==> config.mk <==
export PLATFORM = sky130hd
export DESIGN_NAME = disp_mux_flat
export DESIGN_NICKNAME = d
export VERILOG_FILES = /design/src/rtl/disp_mux_if.sv /design/src/rtl/disp_mux.sv /design/src/flat_wrapper.sv
export SDC_FILE = /design/constraint.sdc
export NUM_CORES = 1
export LEC_CHECK = 0
export CORE_MARGIN = 5
export CORE_UTILIZATION = 33
export DETAILED_ROUTE_END_ITERATION = 7
export GPL_TIMING_DRIVEN = 0
export HOLD_SLACK_MARGIN = 0.12
export PLACE_DENSITY = 0.6
export SYNTH_ARGS = -nofsm -noshare
export SYNTH_HDL_FRONTEND = slang
export SYNTH_SLANG_ARGS = --single-unit
export TNS_END_PERCENT = 1
==> constraint.sdc <==
create_clock -name clk -period 2.7 [get_ports clk]
set_clock_uncertainty 0.15 [all_clocks]
set_input_delay 0.27 -clock clk [delete_from_list [all_inputs] [get_ports clk]]
set_output_delay 0.27 -clock clk [all_outputs]
set_load 0.02 [all_outputs]
==> src/rtl/disp_mux_if.sv <==
// Digit-source / display-driver connection for disp_mux.
// The master side supplies scan control and the BCD digit registers.
// The slave side (disp_mux) returns the anode, segment and frame-tick outputs.
interface disp_mux_if;
    logic       enable;
    logic       lz_blank;
    logic [3:0] bcd_0;
    logic [3:0] bcd_1;
    logic [3:0] bcd_2;
    logic [3:0] bcd_3;
    logic [3:0] dp_in;
    logic [3:0] an;
    logic [7:0] sseg;
    logic       frame_tick;

    modport master (
        output enable,
        output lz_blank,
        output bcd_0,
        output bcd_1,
        output bcd_2,
        output bcd_3,
        output dp_in,
        input  an,
        input  sseg,
        input  frame_tick
    );

    modport slave (
        input  enable,
        input  lz_blank,
        input  bcd_0,
        input  bcd_1,
        input  bcd_2,
        input  bcd_3,
        input  dp_in,
        output an,
        output sseg,
        output frame_tick
    );
endinterface

==> src/rtl/disp_mux.sv <==
// Time-multiplexed driver for a 4-digit common-anode 7-segment display.
// The digit set is captured into shadow registers once per scan frame, so a
// frame never mixes old and new digits. Each digit slot starts with a short
// all-anodes-off guard interval to suppress ghosting between digits.
module disp_mux #(
    parameter int POWER = 18,
    parameter int GUARD = 64
) (
    input  logic      clk,
    input  logic      reset_n,
    disp_mux_if.slave bus
);

    localparam int SLOT_W = POWER - 2;

    localparam logic [SLOT_W-1:0] GUARD_W   = SLOT_W'(GUARD);
    localparam logic [POWER-1:0]  Q_LAST    = {POWER{1'b1}};
    localparam logic [6:0]        SEG_BLANK = 7'h7F;
    localparam logic [6:0]        SEG_DASH  = 7'h3F;

    logic [POWER-1:0]  q;
    logic [1:0]        slot;
    logic [SLOT_W-1:0] slot_pos;
    logic              frame_end;
    logic              in_guard;

    logic [3:0][3:0]   shadow_d;
    logic [3:0]        shadow_dp;

    logic [3:0]        digit_sel;
    logic              dp_sel;
    logic              blank;
    logic [6:0]        seg_code;

    logic [3:0]        an_next;
    logic [7:0]        sseg_next;

    // BCD to active-low {g,f,e,d,c,b,a}; codes above 9 render as a dash.
    function automatic logic [6:0] bcd_to_seg(input logic [3:0] code);
        logic [6:0] seg;
        seg = SEG_DASH;
        case (code)
            4'd0: seg = 7'h40;
            4'd1: seg = 7'h79;
            4'd2: seg = 7'h24;
            4'd3: seg = 7'h30;
            4'd4: seg = 7'h19;
            4'd5: seg = 7'h12;
            4'd6: seg = 7'h02;
            4'd7: seg = 7'h78;
            4'd8: seg = 7'h00;
            4'd9: seg = 7'h10;
            default: seg = SEG_DASH;
        endcase
        return seg;
    endfunction

    assign slot      = q[POWER-1:POWER-2];
    assign slot_pos  = q[POWER-3:0];
    assign frame_end = bus.enable && (q == Q_LAST);

    // A zero guard length removes the blanking window entirely.
    generate
        if (GUARD == 0) begin : g_no_guard
            assign in_guard = 1'b0;
        end else begin : g_guard
            assign in_guard = (slot_pos < GUARD_W);
        end
    endgenerate

    // Refresh counter: free-runs while enabled, frozen otherwise.
    always_ff @(posedge clk or negedge reset_n) begin
        if (!reset_n) begin
            q <= '0;
        end else if (bus.enable) begin
            q <= q + 1'b1;
        end
    end

    // Shadow capture of the digit set on the last count of each frame.
    always_ff @(posedge clk or negedge reset_n) begin
        if (!reset_n) begin
            shadow_d  <= '0;
            shadow_dp <= '0;
        end else if (frame_end) begin
            shadow_d  <= {bus.bcd_3, bus.bcd_2, bus.bcd_1, bus.bcd_0};
            shadow_dp <= bus.dp_in;
        end
    end

    // Select the digit for the current slot and decide leading-zero blanking.
    always_comb begin
        digit_sel = shadow_d[slot];
        dp_sel    = shadow_dp[slot];
        blank     = 1'b0;
        if (bus.lz_blank) begin
            case (slot)
                2'd3:    blank = (shadow_d[3] == 4'd0);
                2'd2:    blank = (shadow_d[3] == 4'd0) && (shadow_d[2] == 4'd0);
                2'd1:    blank = (shadow_d[3] == 4'd0) && (shadow_d[2] == 4'd0)
                              && (shadow_d[1] == 4'd0);
                default: blank = 1'b0;
            endcase
        end
        seg_code = blank ? SEG_BLANK : bcd_to_seg(digit_sel);
    end

    // Next anode/segment pattern; dark whenever the scan is halted.
    always_comb begin
        an_next   = 4'b1111;
        sseg_next = 8'hFF;
        if (bus.enable) begin
            sseg_next = {~dp_sel, seg_code};
            if (!in_guard) begin
                an_next = ~(4'b0001 << slot);
            end
        end
    end

    // Registered display outputs and the frame tick.
    always_ff @(posedge clk or negedge reset_n) begin
        if (!reset_n) begin
            bus.an         <= 4'b1111;
            bus.sseg       <= 8'hFF;
            bus.frame_tick <= 1'b0;
        end else begin
            bus.an         <= an_next;
            bus.sseg       <= sseg_next;
            bus.frame_tick <= frame_end;
        end
    end

endmodule

==> src/flat_wrapper.sv <==
// flat-port wrapper written by rule: the top's interface ports become plain ports
module disp_mux_flat 
#(
    parameter int POWER = 18,
    parameter int GUARD = 64
)
  (clk, reset_n, bus_enable, bus_lz_blank, bus_bcd_0, bus_bcd_1, bus_bcd_2, bus_bcd_3, bus_dp_in, bus_an, bus_sseg, bus_frame_tick);
  disp_mux_if bus_i ();
  input  logic clk;
  input  logic reset_n;
  input wire logic [$bits(bus_i.enable)-1:0] bus_enable;
  input wire logic [$bits(bus_i.lz_blank)-1:0] bus_lz_blank;
  input wire logic [$bits(bus_i.bcd_0)-1:0] bus_bcd_0;
  input wire logic [$bits(bus_i.bcd_1)-1:0] bus_bcd_1;
  input wire logic [$bits(bus_i.bcd_2)-1:0] bus_bcd_2;
  input wire logic [$bits(bus_i.bcd_3)-1:0] bus_bcd_3;
  input wire logic [$bits(bus_i.dp_in)-1:0] bus_dp_in;
  output wire logic [$bits(bus_i.an)-1:0] bus_an;
  output wire logic [$bits(bus_i.sseg)-1:0] bus_sseg;
  output wire logic [$bits(bus_i.frame_tick)-1:0] bus_frame_tick;
  assign bus_i.enable = bus_enable;
  assign bus_i.lz_blank = bus_lz_blank;
  assign bus_i.bcd_0 = bus_bcd_0;
  assign bus_i.bcd_1 = bus_bcd_1;
  assign bus_i.bcd_2 = bus_bcd_2;
  assign bus_i.bcd_3 = bus_bcd_3;
  assign bus_i.dp_in = bus_dp_in;
  assign bus_an = bus_i.an;
  assign bus_sseg = bus_i.sseg;
  assign bus_frame_tick = bus_i.frame_tick;
  disp_mux #(.POWER(POWER), .GUARD(GUARD)) u_core (.clk(clk), .reset_n(reset_n), .bus(bus_i));
endmodule
==> impl_summary.log, run 1 <==
[metrics] status: completed
[metrics] number of primary I/O pins: 37
[metrics] global route total overflow: 0
[metrics] Static Leakage: 1.335 nW
[metrics] first-pass GRT wire length: 7803 µm
[metrics] antenna-violating nets left: 0
[metrics] DRC errors left: 0
[metrics] number of antenna violations at the first check in global routing: 0
[metrics] start point of the worst min-delay path: u_core.q[4]
[metrics] sequential element share of the synthesized area: 53.33%
[metrics] die area: 9150 µm²
[metrics] Yosys cell types: 44
[metrics] Post-Synthesis Mean Instance Area: 12.61 µm²
[metrics] final slew viol count: 0
[metrics] Die Span X: 95.66 µm
[metrics] maximum clock insertion buffer count: 2
[metrics] Synth area leaders: dfrtp_1 (40%), dfstp_2 (13%), mux2_2 (8.8%)
[metrics] Most used DFF post-synth: dfrtp_1
[metrics] number of instances in the synthesized netlist: 192
[metrics] Yosys warnings: 0
[metrics] cell type with the largest total area after synthesis: dfrtp_1
[metrics] reg2reg path depth: 7
[metrics] quantity of I/O buffers inserted on ports: 36
[metrics] start of the worst register-to-register path: u_core.q[16]
[metrics] sort of element at the end of the critical path: register
[metrics] number of max-capacitance violations reported: 0
[metrics] post-layout minimum cycle time: 2092 ps
[metrics] power density over cell area: 496.4 nW/µm²
[metrics] maximum VDD drop: 0.0002073 V
[metrics] share of Yosys cell area claimed by the top area cell type: 40.31%
[metrics] min-delay worst type: register to register
[metrics] synthesis-to-layout area growth: 24.81%
[metrics] setup repair after global routing missed its margin: false
[metrics] routed vias/inst: 4.739
[metrics] final setup violation count: 0
[metrics] floorplan core area: 7214 µm²
[metrics] aggregate global-route resource usage: 10.98%
[metrics] pin count of the biggest net entering global routing: 27
[metrics] data required time at the worst endpoint: 2760 ps
[metrics] number of buffers added by the clock tree synthesis step: 5
[metrics] vias in the first global route: 1610
[metrics] HPWL after detailed placement: 3380 µm
[metrics] Max transition margin: 61.62%
[metrics] count of placed standard cells in the final layout, fillers left out: 337
[metrics] Cell Area, Synth: 2421 µm²
[metrics] net count after synthesis: 222
[metrics] peak fanout along the critical path: 7
[metrics] drt first-iter violations: 71
[metrics] most frequent standard cell in the layout excluding fill and tap cells: dfrtp_1
[metrics] share of final-layout standard cells stronger than drive strength 1: 23.11%
[metrics] insertion delay to the later sink of the worst-skew pair: 300 ps
[metrics] type of the worst setup path: register to register
[metrics] Worst R2R End: u_core.bus.sseg[5]
[metrics] count of inserted antenna diode cells: 0
[metrics] final hold viol count: 0
[metrics] Fin Hold WS: 321.0 ps
[metrics] clock tree from TritonCTS: done
[metrics] number of optimization iterations in the first detailed-route pass: 4
[metrics] Critical Path AT: 2150 ps
[metrics] EDFF count, synth: 0
[metrics] end point of the most critical hold path: u_core.q[4]
[metrics] share of the cycle needed by the critical path after routing: 77.50%
[metrics] Num Clock Sinks: 51
[metrics] die span in y: 95.66 µm
[metrics] count of H-tree levels built during CTS: 2
[metrics] Clock Pin Slew Worst Setup and Hold Paths: 90 ps
[metrics] Initial Utilization: 33.56%
[metrics] routed wire length per instance: 13.25 µm
[metrics] reg-to-reg slack, setup: 610 ps
[metrics] final wirelength: 4466 µm
[metrics] Final Wtd Congestion: 0.8180
[metrics] number of nets in the final layout: 267
[metrics] proportion of synthesized flip-flops having asynchronous set or reset: 100.0%
[metrics] Max Clock Freq: 0.4779 GHz
[metrics] total of flip-flops plus latches after synthesis: 51
[metrics] row count: 31
[metrics] measured slew at the worst slew-check pin: 575.7 ps
[metrics] total power: 1.500 mW
[metrics] number of stages on the worst hold path: 1
[metrics] Post-Place Cells: 328
[metrics] commonest non-fill, non-tap cells in the layout: dfrtp_1 (39), clkdlybuf4s50_1 (35), mux2_2 (19)
[metrics] type of element launching the critical path: register
[metrics] buffer type at the clock tree root: clkbuf_8
[metrics] total vias in the final route: 1597
metal layers:
layer  vias to the layer above  GRT usage (%)  part of all wire (%)
met5                         -              0                     0
met4                         0          5.095                   2.3
met3                        10          2.999                   5.6
met2                        42          15.34                    43
met1                       767          15.65                    49
li1                        778              -                     -
stage by stage:
step           TNS, ps  util [%]  instance area [µm²]  setup slack, ps
5_1_grt              0     41.88                 3022            499.5
6_report             0     41.88                 3022            607.5
4_1_cts              0     41.88                 3022            595.9
3_5_place_dp         0     40.48                 2920            298.9
3_3_place_gp    -11500     40.27                 2905           -297.0
2_1_floorplan        0         -                 2421            798.6
layout make-up:
type / instances / area, µm²
flip-flops and latches: 51 / 1291
well taps: 99 / 123.9
fillers: 711 / 4193
clock inverters: 1 / 5.005
clock buffers: 7 / 86.33
repair buffers: 38 / 385.4
plain buffers: 8 / 66.31
multi-input cells: 127 / 1041
inverters: 6 / 22.52
how the worst max path moves through the flow:
stage            startpoint                 end  slack, ps  depth (start not counted)
2_1_floorplan  u_core.q[16]  u_core.bus.sseg[5]        800                          7
3_3_place_gp        reset_n  u_core.shadow_d[6]       -300                          1
3_5_place_dp     bus_enable  u_core.shadow_d[5]        300                          6
4_1_cts        u_core.q[16]  u_core.bus.sseg[5]        600                          7
5_1_grt        u_core.q[16]  u_core.bus.sseg[5]        500                          7
6_report       u_core.q[16]  u_core.bus.sseg[5]        610                          7
power by group:
| part | internal (mW) | switching (mW) | total [mW] |
|---|---|---|---|
| registers | 0.822 | 0.0567 | 0.879 |
| clock network | 0.207 | 0.243 | 0.450 |
| logic | 0.0970 | 0.0736 | 0.171 |
logic make-up (layout without fill, tap and decap cells):
logic type      after synthesis  in the layout  share of synthesized area (%)
simple gates                 64             64                          15.14
flops                        51             51                          53.33
mux                          26             26                          14.57
xor+xnor                     17             17                          6.150
compound gates               14             14                          4.032
buf+inv                      14             60                          3.669
fa+ha+maj                     6              6                          3.101
synth_stat cells, types with 2 or more instances:
cell type  count
o22ai_1        2
ha_1           6
nand4_1        7
xor2_1         9
nand3_1        8
nor2_1         7
o21ai_0        4
nor2b_1        2
buf_2          2
dfstp_2       12
nand3b_1       2
mux4_2         4
and3_1         2
nor3_1         7
inv_1          6
nor4_1         4
and4_1         3
xnor2_1        8
nand2b_1       3
nand2_1       10
buf_6          4
mux2_2        19
mux2_1         2
dfrtp_1       39
critical path, stage by stage (launching register included):
cell	delay, ps
dfrtp_1	350
buf_6	130
mux4_1	650
inv_1	150
ha_1	180
nor2_1	50
o32ai_1	230
nand3_1	110
timing repair:
item | in CTS | in global routing
setup endpoints to repair | 0 | 0
endpoints found under the hold margin | 14 | 0
gates resized for setup | 0 | 0
hold buffers | 1 | 0
setup buffers | 0 | 0
registers in the layout, indices dropped and copies added (netlist names):
signal	flops
u_core.bus.frame_tick	1
u_core.q	18
u_core.shadow_dp	4
u_core.bus.an	4
u_core.shadow_d	16
u_core.bus.sseg	8
Note: power is estimated with default switching activity, not from simulation.
==> run 2, diff against run 1 <==
==> constraint.sdc (replaced) <==
create_clock -name clk -period 2.1 [get_ports clk]
set_clock_uncertainty 0.15 [all_clocks]
set_input_delay 0.21 -clock clk [delete_from_list [all_inputs] [get_ports clk]]
set_output_delay 0.21 -clock clk [all_outputs]
set_load 0.02 [all_outputs]
==> impl_summary.log, run 2 (synthesized netlist as in run 1, its figures left out) <==
[metrics] Max transition margin: 61.62%
[metrics] Static Leakage: 1.329 nW
[metrics] area after detailed placement: 2920 µm²
[metrics] power density over cell area: 638.9 nW/µm²
[metrics] Critical Path AT: 2070 ps
[metrics] Worst R2R End: u_core.bus.sseg[5]
[metrics] floorplan core area: 7214 µm²
[metrics] number of antenna violations at the first check in global routing: 0
[metrics] Setup TNS Final: 0 ps
[metrics] type of element launching the critical path: primary input
[metrics] global route total overflow: 0
[metrics] Top reg by flops: u_core.q
[metrics] number of fill cells in the layout: 711
[metrics] first-pass GRT wire length: 7831 µm
[metrics] die span in y: 95.66 µm
[metrics] synthesis-to-layout area growth: 24.65%
[metrics] clock tree from TritonCTS: done
[metrics] quantity of I/O buffers inserted on ports: 36
[metrics] Final Wtd Congestion: 0.8180
[metrics] count of H-tree levels built during CTS: 2
[metrics] Num Clock Sinks: 51
[metrics] drt first-iter violations: 73
[metrics] Die Span X: 95.66 µm
[metrics] standard cell with the maximum stage delay on the critical path: clkdlybuf4s50_1
[metrics] routed wire length per instance: 13.28 µm
[metrics] post-layout minimum cycle time: 2029 ps
[metrics] HPWL after detailed placement: 3380 µm
[metrics] most frequent standard cell in the layout excluding fill and tap cells: dfrtp_1
[metrics] final hold viol count: 0
[metrics] insertion delay to the later sink of the worst-skew pair: 300 ps
[metrics] pin count of the biggest net entering global routing: 27
[metrics] type of the worst setup path: primary input to register
[metrics] number of optimization iterations in the first detailed-route pass: 4
[metrics] share of final-layout standard cells stronger than drive strength 1: 23.53%
[metrics] area of combinational cells with multiple inputs: 1037 µm²
[metrics] buffer type at the clock tree root: clkbuf_8
[metrics] max FFs per register: 18
[metrics] number of primary I/O pins: 37
[metrics] setup repair after global routing missed its margin: false
[metrics] DRC errors left: 0
[metrics] sort of element at the end of the critical path: register
[metrics] antenna-violating nets left: 0
[metrics] Clock Pin Slew Worst Setup and Hold Paths: 90 ps
[metrics] capturing instance or port of the critical path: u_core.shadow_d[5]
[metrics] aggregate global-route resource usage: 11.02%
[metrics] maximum VDD drop: 0.0002665 V
[metrics] area occupied by registers: 1291 µm²
[metrics] registers with the most flip-flops: u_core.q x18, u_core.shadow_d x16, u_core.bus.sseg x8
[metrics] final setup violation count: 0
[metrics] number of nets in the final layout: 267
[metrics] number of max-capacitance violations reported: 0
[metrics] reg2reg path depth: 7
[metrics] number of buffers added by the clock tree synthesis step: 5
[metrics] Initial Utilization: 33.56%
[metrics] data required time at the worst endpoint: 2140 ps
[metrics] maximum clock insertion buffer count: 2
[metrics] final slew viol count: 0
[metrics] Max Clock Freq: 0.4929 GHz
[metrics] row count: 31
[metrics] total power: 1.928 mW
[metrics] Max stage delay on crit path: 580 ps
[metrics] total vias in the final route: 1602
[metrics] reg-to-reg slack, setup: 110 ps
[metrics] measured slew at the worst slew-check pin: 575.7 ps
[metrics] die area: 9150 µm²
[metrics] min-delay worst type: primary input to async pin
[metrics] share of the cycle needed by the critical path after routing: 96.61%
[metrics] final wirelength: 4477 µm
[metrics] vias in the first global route: 1611
[metrics] peak fanout along the critical path: 10
[metrics] commonest non-fill, non-tap cells in the layout: dfrtp_1 (39), clkdlybuf4s50_1 (35), mux2_2 (19)
[metrics] crit path from: bus_enable
[metrics] start of the worst register-to-register path: u_core.q[16]
[metrics] status: completed
[metrics] count of inserted antenna diode cells: 0
[metrics] Design Area, Final: 3018 µm²
[metrics] ordered cell list for the critical path: clkdlybuf4s50_1 -> and4_1 -> nand2_2 -> nor3_2 -> buf_6 -> mux2_2
[metrics] routed vias/inst: 4.754
## run 2: critical path, delay by kind of cell
kind | cells | cell delay [ps]
and+or+nand+nor | 3 | 740
muxes | 1 | 340
buffers and inverters | 2 | 770
## run 2: cell type report
cell class	count	share of cell area (%)
Tap cell	99	4.104
Clock inverter	1	0.1658
Timing Repair Buffer	38	12.77
Buffer	8	2.197
Clock buffer	7	2.861
Multi-Input combinational cell	127	34.37
Sequential cell	51	42.79
Inverter	6	0.7463
## run 2: per-layer routing
| layer | vias up | global-route usage (%) | share of wire, % | routed length (µm) |
|---|---|---|---|---|
| met2 | 44 | 15.34 | 43 | 1909 |
| met5 | - | 0 | 0 | 0 |
| met1 | 771 | 15.75 | 49 | 2207 |
| met4 | 0 | 5.095 | 2.3 | 104 |
| met3 | 10 | 2.999 | 5.7 | 256 |
| li1 | 777 | - | - | - |
## run 2: per-stage QoR
stage | hold WS (ps) | std cells | setup slack [ps] | utilization [%]
after floorplan | -235.6 | 192 | 198.6 | -
after global placement | 303.5 | 327 | -837.0 | 40.27
after CTS | 301.7 | 337 | 75.70 | 41.83
final | 285.3 | 337 | 71.10 | 41.83
after global routing | 330.5 | 337 | 0.9550 | 41.83
after detailed placement | 97.40 | 328 | -241.1 | 40.48
## run 2: worst min path at each step
stage          slack [ps]                     to        start
2_1_floorplan        -240  u_core.bus.frame_tick      reset_n
3_3_place_gp          300            u_core.q[4]  u_core.q[4]
3_5_place_dp          100  u_core.bus.frame_tick      reset_n
4_1_cts               300  u_core.bus.frame_tick      reset_n
5_1_grt               330  u_core.bus.frame_tick      reset_n
6_report              290  u_core.bus.frame_tick      reset_n
## run 2: report_power, final
group	internal, mW	total (mW)	switching [mW]
clock	0.266	0.579	0.312
sequential	1.06	1.13	0.0729
combinational	0.125	0.219	0.0947
total	1.45	1.93	0.480
## run 2: repair_timing
action / CTS / global route
gates resized for setup: 1 / 0
setup buffers: 0 / 0
endpoints found under the hold margin: 14 / 0
hold buffers: 1 / 0
setup endpoints to repair: 1 / 0
